## config.mk

```make
export PLATFORM = sky130hd
export DESIGN_NAME = bm_param_memory_clear
export DESIGN_NICKNAME = d
export VERILOG_FILES = /design/src/rtl/bm_param_memory_clear.sv
export SDC_FILE = /design/constraint.sdc
export NUM_CORES = 1
export LEC_CHECK = 0
export ABC_AREA = 0
export BUFFER_PORTS_ARGS = -buffer_cell sky130_fd_sc_hd__buf_2
export CAP_MARGIN = 20
export CORE_UTILIZATION = 56
export DETAILED_ROUTE_END_ITERATION = 12
export PLACE_DENSITY = 0.84
export SLEW_MARGIN = 10
export SYNTH_ARGS = -nofsm -noshare
export SYNTH_HDL_FRONTEND = slang
export SYNTH_SLANG_ARGS = --single-unit
```

## constraint.sdc

```tcl
create_clock -name clock -period 2.2 [get_ports clock]
set_input_delay 0.11 -clock clock [delete_from_list [all_inputs] [get_ports clock]]
set_output_delay 0.11 -clock clock [all_outputs]
set_load 0.01 [all_outputs]
```

## src/rtl/bm_param_memory_clear.sv

```systemverilog
// ---------------------------------------------------------------------------
// bm_param_memory_clear : simple-dual-port RAM with a post-reset clear sweep,
// write-first read bypass; optional 2nd output stage via BM_MEM_OUTREG_EN.
// Revision 1.0
// ---------------------------------------------------------------------------
`default_nettype none

module bm_param_memory_clear #(
  parameter int                    DATA_WIDTH  = 8,
  parameter int                    ADDR_WIDTH  = 2,
  parameter logic [DATA_WIDTH-1:0] CLEAR_VALUE = '0
) (
  input  logic                  clock,
  input  logic                  reset,
  input  logic                  we,
  input  logic [ADDR_WIDTH-1:0] address_in,
  input  logic [DATA_WIDTH-1:0] value_in,
  input  logic                  re,
  input  logic [ADDR_WIDTH-1:0] address_out,
  output logic [DATA_WIDTH-1:0] value_out,
  output logic                  valid_out,
  output logic                  busy
);

  localparam int DEPTH = 2 ** ADDR_WIDTH;

  typedef enum logic {
    ST_CLEAR = 1'b0,
    ST_READY = 1'b1
  } state_t;

  state_t                  state_q, state_d;
  logic [ADDR_WIDTH-1:0]   clear_ptr_q, clear_ptr_d;
  logic [DATA_WIDTH-1:0]   mem_q [DEPTH];

  logic                    mem_we;
  logic [ADDR_WIDTH-1:0]   mem_waddr;
  logic [DATA_WIDTH-1:0]   mem_wdata;
  logic                    rd_en;
  logic [DATA_WIDTH-1:0]   rd_data_d;
  logic [DATA_WIDTH-1:0]   rd_data_q;
  logic                    rd_valid_q;

  always_ff @(posedge clock) begin
    if (reset) begin
      state_q     <= ST_CLEAR;
      clear_ptr_q <= '0;
    end else begin
      state_q     <= state_d;
      clear_ptr_q <= clear_ptr_d;
    end
  end

  always_comb begin
    state_d     = state_q;
    clear_ptr_d = clear_ptr_q;
    mem_we      = 1'b0;
    mem_waddr   = address_in;
    mem_wdata   = value_in;
    rd_en       = 1'b0;
    busy        = 1'b0;
    case (state_q)
      ST_CLEAR: begin
        busy        = 1'b1;
        mem_we      = 1'b1;
        mem_waddr   = clear_ptr_q;
        mem_wdata   = CLEAR_VALUE;
        clear_ptr_d = clear_ptr_q + 1'b1;
        if (clear_ptr_q == '1) begin
          state_d = ST_READY;
        end
      end
      ST_READY: begin
        mem_we = we;
        rd_en  = re;
      end
      default: state_d = ST_CLEAR;
    endcase
  end

  // Write-first: a read hitting the word being written sees the new data.
  always_comb begin
    rd_data_d = mem_q[address_out];
    if (mem_we && (mem_waddr == address_out)) begin
      rd_data_d = mem_wdata;
    end
  end

  always_ff @(posedge clock) begin
    if (!reset && mem_we) begin
      mem_q[mem_waddr] <= mem_wdata;
    end
  end

  always_ff @(posedge clock) begin
    if (reset) begin
      rd_data_q  <= '0;
      rd_valid_q <= 1'b0;
    end else begin
      rd_valid_q <= rd_en;
      if (rd_en) begin
        rd_data_q <= rd_data_d;
      end
    end
  end

`ifdef BM_MEM_OUTREG_EN
  logic [DATA_WIDTH-1:0] out_data_q;
  logic                  out_valid_q;

  always_ff @(posedge clock) begin
    if (reset) begin
      out_data_q  <= '0;
      out_valid_q <= 1'b0;
    end else begin
      out_data_q  <= rd_data_q;
      out_valid_q <= rd_valid_q;
    end
  end

  assign value_out = out_data_q;
  assign valid_out = out_valid_q;
`else
  assign value_out = rd_data_q;
  assign valid_out = rd_valid_q;
`endif

endmodule

`default_nettype wire

```

==> results.json, run 1 <==
{
  "status": "finished clean",
  "hold_class": "in2reg",
  "finalMaxSlewViolations": 0,
  "grt_pass1_vias": 1131,
  "period_share": 0.898,
  "antenna_found_initial": 0,
  "holdWs_ns": 0.0353,
  "area_growth_pct": 14.5,
  "netSwitchingPower_mw": 0.422,
  "r2r_end": "value_out[3]",
  "cts.sinks": 44,
  "avgSynthCellArea_sq_um": 14.6,
  "io_pins": 26,
  "synthCells": 128,
  "worst_pin_slew_ns": 0.461,
  "syn_nets": 145,
  "ys_seq_area_frac": 0.643,
  "first_pass_iters": 5,
  "final_cell_mix": "edfxtp_1, buf_2, nor2_1, dfxtp_1, and2_1",
  "internal_power_mw": 1.42,
  "cp_common_cell": "mux2i_2",
  "critPathArrivalTime_ns": 2.23,
  "synth_edf_count": 32,
  "chipHeight_um": 59.7,
  "ys_types": 28,
  "clk_latency_ns": 0.35,
  "ys.flop_type": "edfxtp_1",
  "cellLeakagePower_nw": 0.763,
  "fp.dieW_um": 59.7,
  "crit_start": "state_q",
  "postRouteAntennaNets": 0,
  "start_util": 0.602,
  "dieArea_sq_um": 3570,
  "vias_per_cell": 5.86,
  "path_class": "reg2reg",
  "dpl.hpwl_um": 2590,
  "wire_per_inst_um": 17.8,
  "drive_above_1_share": 0.310,
  "slew_headroom": 0.693,
  "routabilityCongestion": 0.793,
  "clockBufferDepth": 2,
  "ys_ff_latch": 44,
  "grtUsageTotal": 0.234,
  "r2r_slack_ns": 0.22,
  "yosys_warnings": 0,
  "critPathCapture": "value_out[3]",
  "grt_pass1_wl_um": 5730,
  "setup_viol": 0,
  "drcViolationCount": 0,
  "cts_buffers": 5,
  "rsz0062_at_grt": "false",
  "timing_hold_violations_final": 0,
  "wl_um": 3590,
  "num_rows": 20,
  "diodes": 0,
  "layout_commonest_cell": "edfxtp_1",
  "cap_violations": 0,
  "total_power_mw": 1.84,
  "finalNonFillerCells": 202,
  "grt_max_degree": 19,
  "max_freq_mhz": 506,
  "cpPeakStageDelay_ns": 0.63,
  "r2r_cells": 4,
  "cts-hold-fix-buffers": 0,
  "crit_slowest_cell": "dfxtp_1",
  "p_seq_frac": 0.535,
  "power_frac_comb": 0.140,
  "clk_pin_slew_ns": 0.12,
  "endpoint_kind": "flip-flop",
  "crit_fanout": 13,
  "startpoint_type": "flip-flop",
  "crit_required_ns": 2.45,
  "synthArstFlopShare": 0,
  "portBuffers": 25,
  "cts_resized": 0,
  "grt-ovfl-total": 0,
  "layout_min_cycle_time_ns": 1.98,
  "detail_route.iter0.violations": 97,
  "vdd_drop_max_v": 0.000656,
  "setup_tns_ns": 0,
  "final.setup_skew_ns": 0.0105,
  "power.density_nw_per_um2": 863,
  "vias": 1183,
  "p_sw_frac": 0.229,
  "tritoncts": "done",
  "crit_path_cell_trace": "mux2i_2 -> mux2i_2 -> o21ai_0 -> a311oi_1",
  "clockPowerShare": 0.325,
  "cts_setup_buffers": 0,
  "h-tree-depth": 2,
  "cts_root_buf": "clkbuf_4",
  "layout.nets": 174,
  "dp_cells": 194,
  "core_area_sq_um": 3100,
  "syn_area_sq_um": 1870,
  "r2r_start": "state_q"
}
-- worst max-delay path, delay by kind of cell (launching register included) --
family	cells	cell delay (ns)
compound gates	2	0.46
flops	1	0.63
mux	2	0.79
-- stage by stage --
stage	util	setup slack [ns]	instance area [sq um]
2_1_floorplan	-	0.289	1870
3_3_place_gp	0.656	0.464	2040
3_5_place_dp	0.656	0.291	2040
4_1_cts	0.689	0.243	2140
5_1_grt	0.689	0.110	2140
6_report	0.689	0.223	2140
-- power groups by stage --
stage               Clock [mW]  Combinational [mW]  Sequential [mW]
global route             0.652               0.282            0.994
CTS                      0.617               0.257            0.987
global placement             0               0.247             1.00
floorplan                    0               0.183            0.997
finish                   0.600               0.257            0.987
detailed placement           0               0.256             1.01
-- kinds of logic after synthesis --
group | count (synthesis) | synth area share
AND/OR/NAND/NOR | 37 | 0.101
adder cells (fa/ha/maj) | 1 | 0.00670
flip-flops | 44 | 0.643
XOR/XNOR | 2 | 0.00939
multiplexers | 13 | 0.130
AO/OA/AOI/OAI | 23 | 0.0858
buffers and inverters | 8 | 0.0241
-- area by class of cell --
cell class	count	area, sq um
Tap cell	44	55.1
Fill cell	231	966
Clock buffer	6	41.3
Timing Repair Buffer	29	155
Inverter	1	3.75
Sequential cell	44	1200
Clock inverter	2	60.1
Multi-Input combinational cell	76	621
-- state kept, by name, indices dropped and copies added (netlist names) --
signal	flops
value_out	8
state_q	1
clear_ptr_q	2
mem_q	32
valid_out	1
-- cell usage after synthesis (all sizes together), types with 2 or more instances --
cell type,number,area [sq um]
clkbuf,2,7.51
a311oi,5,43.8
o21ai,8,40.0
o22ai,2,18.8
a31oi,4,25.0
nand3,5,25.0
and2,9,56.3
nor2b,2,12.5
edfxtp,32,961
mux2i,4,47.6
a211oi,3,22.5
xor2,2,17.5
mux4,8,180
nor2,14,52.6
dfxtp,12,240
buf,5,33.8
nand2,2,7.51
nor3b,2,15.0
nor3,2,10.0
-- how the worst min path moves through the flow --
| stage | from | to | depth (start not counted) |
|---|---|---|---|
| 2_1_floorplan | value_in[5] | value_out[5] | 2 |
| 3_3_place_gp | value_in[3] | value_out[3] | 3 |
| 3_5_place_dp | value_in[1] | value_out[1] | 3 |
| 4_1_cts | value_in[1] | value_out[1] | 3 |
| 5_1_grt | value_in[6] | value_out[6] | 3 |
| 6_report | value_in[1] | value_out[1] | 3 |
-- routing by layer --
metal / wire, um / global-route usage / part of all wire / vias to the layer above
met5: 0 / 0 / 0 / -
met4: 73 / 0.106 / 0.020 / 0
met3: 195 / 0.0779 / 0.054 / 9
met2: 1870 / 0.378 / 0.52 / 40
met1: 1450 / 0.286 / 0.40 / 580
li1: - / - / - / 554
Note: power is estimated with default switching activity, not from simulation.
==> inputs of run 2 (changes only) <==
- CORE_ASPECT_RATIO: unset -> 1.2
- CTS_CLUSTER_DIAMETER: unset -> 50
==> run 2 against run 1 <==
  * Clock skew is 0.0016 ns lower
  * Cell count is 4.0% lower
  * Clock-buffer cell count is 1 higher
  * Register-to-register slack better by 0.09 ns
  * Critical path depth stayed put
  * Setup slack better by 0.091 ns
  * Global-route usage is 0.059 points lower
  * Combinational power is 2% higher
  * Die area hardly changed
  * Via count is 1.4% higher
  * Largest power group unchanged
==> results.json, run 2 (synthesized netlist as in run 1, its figures left out) <==
{
  "status": "finished clean",
  "clk_pin_slew_ns": 0.12,
  "core_area_sq_um": 3110,
  "vdd_drop_max_v": 0.000551,
  "vias_per_cell": 6.19,
  "cts-hold-fix-buffers": 0,
  "setup_tns_ns": 0,
  "crit_family": "multiplexers",
  "cpPeakStageDelay_ns": 0.47,
  "first_pass_iters": 4,
  "regMostFlops": "mem_q",
  "pre_cts_slack_ns": 0.402,
  "crit_path_cell_trace": "mux2i_2 -> mux2i_2 -> o21ai_0 -> a311oi_1",
  "grt-ovfl-total": 0,
  "placed_cell_area_sq_um": 2030,
  "drcViolationCount": 0,
  "crit_buf_inv": 0,
  "start_util": 0.600,
  "layout.nets": 174,
  "max_freq_mhz": 530,
  "total_power_mw": 1.65,
  "postRouteAntennaNets": 0,
  "path_class": "reg2reg",
  "slew_headroom": 0.700,
  "vias": 1200,
  "crit_fanout": 8,
  "setup_viol": 0,
  "timing_hold_violations_final": 0,
  "final_cell_mix": "edfxtp_1, buf_2, nor2_1, dfxtp_1, and2_1",
  "clockBufferDepth": 2,
  "holdWs_ns": 0.0325,
  "grtUsageTotal": 0.233,
  "cts_setup_buffers": 0,
  "cp_common_cell": "mux2i_2",
  "portBuffers": 25,
  "grt_max_degree": 19,
  "diodes": 0,
  "crit_required_ns": 2.45,
  "final_area_sq_um": 2090,
  "dpl.hpwl_um": 2560,
  "wl_um": 3540,
  "power.density_nw_per_um2": 792,
  "met1_usage": 0.324,
  "layout_min_cycle_time_ns": 1.89,
  "detail_route.iter0.violations": 54,
  "chipHeight_um": 65.2,
  "area_growth_pct": 11.9,
  "hold_class": "in2reg",
  "r2r_slack_ns": 0.31,
  "cts.sinks": 44,
  "worst_pin_slew_ns": 0.450,
  "largest_register_ffs": 32,
  "num_rows": 22,
  "h-tree-depth": 2,
  "clk_latency_ns": 0.36,
  "grt_pass1_vias": 1085,
  "cap_violations": 0,
  "final.setup_skew_ns": 0.00891,
  "io_pins": 26,
  "startpoint_type": "flip-flop",
  "endpoint_kind": "flip-flop",
  "layout_commonest_cell": "edfxtp_1",
  "post-route-util": 0.671,
  "cellLeakagePower_nw": 0.742,
  "dieArea_sq_um": 3570,
  "cts_resized": 0,
  "fp.dieW_um": 54.7,
  "critPathArrivalTime_ns": 2.14,
  "grt_pass1_wl_um": 5440,
  "cts_root_buf": "clkbuf_4",
  "use_met2": 0.334,
  "finalNonFillerCells": 194,
  "cts_buffers": 5,
  "antenna_found_initial": 0,
  "period_share": 0.857,
  "grtUsageMet3": 0.0694,
  "finalMaxSlewViolations": 0,
  "drive_above_1_share": 0.310,
  "crit_slowest_cell": "dfxtp_1",
  "routabilityCongestion": 0.817,
  "gr-max-usage-layer": "met2",
  "dp_cells": 186,
  "wire_per_inst_um": 18.3,
  "rsz0062_at_grt": "false",
  "setup_ws_ns": 0.314,
  "tritoncts": "done"
}
run 2: area by class of cell:
class	instances	area, sq um
Sequential cell	44	1200
Tap cell	36	45.0
Clock inverter	1	7.51
Fill cell	226	1020
Clock buffer	7	55.1
Timing Repair Buffer	29	155
Inverter	1	3.75
Multi-Input combinational cell	76	621
run 2: final timing paths:
path,start,end,cells after the start
worst max-delay path,state_q,value_out[1],4
worst min-delay path,value_in[7],value_out[7],3
worst max register to register,state_q,value_out[1],4
worst min register to register,value_out[6],value_out[6],2
run 2: power by group:
group          internal, mW  switching, mW  total (mW)
logic                 0.110          0.154       0.263
clock network         0.157          0.250       0.407
registers             0.957         0.0256       0.983
total                  1.22          0.430        1.65
run 2: per-layer routing:
layer  wire [um]  part of all wire
met1        1510              0.43
met5           0                 0
met2        1700              0.48
met3         263             0.074
met4          67             0.019
run 2: tightest hold or removal path, cell delays in order:
cell and delay [ns]:
buf_2 0.11, nand3_1 0.06, a311oi_1 0.08
==> inputs of run 3 (changes only) <==
- CORE_MARGIN: unset -> 2
==> run 3 against run 2 <==
  * Setup slack got worse by 0.019 ns
  * Die area up 6.8%
  * Sequential share of layout area rose by 0.10 points
  * Hold slack got worse by 0.0020 ns
  * Sequential cell count did not move
  * First-iteration DRC count fell by 20%
  * Clock-buffer cell count is 1 higher
  * Largest cell class unchanged
==> results.json, run 3 (synthesized netlist as in run 1, its figures left out) <==
{
  "fillers": 234,
  "finalMaxSlewViolations": 0,
  "wl_um": 3680,
  "vias": 1171,
  "startpoint_type": "flip-flop",
  "postRouteAntennaNets": 0,
  "placed_cell_area_sq_um": 2030,
  "hold_class": "in2reg",
  "rsz0062_at_grt": "false",
  "internal_power_mw": 1.22,
  "grt_max_degree": 19,
  "io_pins": 26,
  "cts_buffers": 5,
  "period_share": 0.866,
  "start_util": 0.600,
  "diodes": 0,
  "slew_headroom": 0.695,
  "clockBufferDepth": 2,
  "crit_required_ns": 2.46,
  "tritoncts": "done",
  "path_class": "reg2reg",
  "detail_route.iter0.violations": 43,
  "critPathArrivalTime_ns": 2.16,
  "holdWs_ns": 0.0305,
  "routabilityCongestion": 0.827,
  "cts-hold-fix-buffers": 0,
  "status": "finished clean",
  "endpoint_kind": "flip-flop",
  "hold-path-cell-count": 3,
  "antenna_found_initial": 0,
  "power_frac_comb": 0.160,
  "dieArea_sq_um": 3810,
  "first_pass_iters": 4,
  "total_power_mw": 1.64,
  "clk_pin_slew_ns": 0.12,
  "final_area_sq_um": 2080,
  "wire_per_inst_um": 19.0,
  "grtUsageTotal": 0.217,
  "num_rows": 22,
  "final_cell_mix": "edfxtp_1, buf_2, nor2_1, dfxtp_1, and2_1",
  "p_seq_frac": 0.603,
  "setup_viol": 0,
  "dpl.hpwl_um": 2560,
  "layout.nets": 174,
  "timing_hold_violations_final": 0,
  "fp.dieW_um": 56.7,
  "grt_pass1_wl_um": 5840,
  "grt_pass1_vias": 1201,
  "chipHeight_um": 67.2,
  "crit_fanout": 12,
  "vias_per_cell": 6.04,
  "max_freq_mhz": 525,
  "cap_violations": 0,
  "cts.sinks": 44,
  "r2r_start": "state_q",
  "core_area_sq_um": 3110,
  "min_to": "value_out[3]",
  "cts_resized": 0,
  "clk_latency_ns": 0.35,
  "drcViolationCount": 0,
  "r2r_cells": 4,
  "layout_commonest_cell": "edfxtp_1",
  "r2r_slack_ns": 0.30,
  "cellLeakagePower_nw": 0.743,
  "cts_root_buf": "clkbuf_4",
  "worst_pin_slew_ns": 0.457,
  "h-tree-depth": 2,
  "p_sw_frac": 0.251,
  "setup_tns_ns": 0,
  "crit_start": "state_q",
  "min_from": "value_in[3]",
  "r2r_end": "value_out[1]",
  "regMostFlops": "mem_q",
  "netSwitchingPower_mw": 0.411,
  "area_growth_pct": 11.7,
  "power.density_nw_per_um2": 785,
  "grt-ovfl-total": 0,
  "layout_min_cycle_time_ns": 1.90,
  "cts_setup_buffers": 0,
  "clockPowerShare": 0.237,
  "drive_above_1_share": 0.304,
  "largest_register_ffs": 32,
  "vdd_drop_max_v": 0.000632,
  "portBuffers": 25,
  "final.setup_skew_ns": 0.0105
}
run 3: worst max-delay path: stages (launching register included):
cell and delay [ns]:
dfxtp_1 0.61, mux2i_2 0.36, mux2i_2 0.43, o21ai_0 0.13, a311oi_1 0.29
run 3: worst max-delay path by stage:
| stage | to | cells after the start |
|---|---|---|
| after CTS | value_out[7] | 4 |
| after floorplan | mem_q[1][0] | 3 |
| after detailed placement | value_out[7] | 4 |
| final | value_out[1] | 4 |
| after global placement | mem_q[0][7] | 2 |
| after global routing | value_out[5] | 4 |
run 3: metrics by stage:
| step | util | setup slack [ns] | instances |
|---|---|---|---|
| after floorplan | - | 0.289 | 128 |
| after global placement | 0.651 | 0.441 | 186 |
| after detailed placement | 0.651 | 0.319 | 186 |
| after CTS | 0.670 | 0.283 | 194 |
| after global routing | 0.670 | 0.0587 | 194 |
| final | 0.670 | 0.295 | 194 |
run 3: routing by layer:
metal	track usage	routed length, um	share of wire
met3	0.0613	208	0.056
met4	0.0982	76	0.021
met2	0.366	1890	0.51
met5	0	0	0
met1	0.260	1510	0.41
run 3: final cells by class:
class | count | area, sq um | share of cell area
Inverter | 1 | 3.75 | 0.00180
Sequential cell | 44 | 1200 | 0.576
Timing Repair Buffer | 29 | 155 | 0.0744
Multi-Input combinational cell | 76 | 621 | 0.298
Clock buffer | 8 | 58.8 | 0.0282
Tap cell | 36 | 45.0 | 0.0216
run 3: power groups by stage:
| stage | Clock (mW) | Combinational, mW | Sequential, mW |
|---|---|---|---|
| 3_3_place_gp | 0 | 0.253 | 1.00 |
| 3_5_place_dp | 0 | 0.263 | 1.01 |
| 6_report | 0.388 | 0.262 | 0.986 |
| 2_1_floorplan | 0 | 0.183 | 0.997 |
| 5_1_grt | 0.438 | 0.287 | 0.992 |
| 4_1_cts | 0.402 | 0.265 | 0.986 |
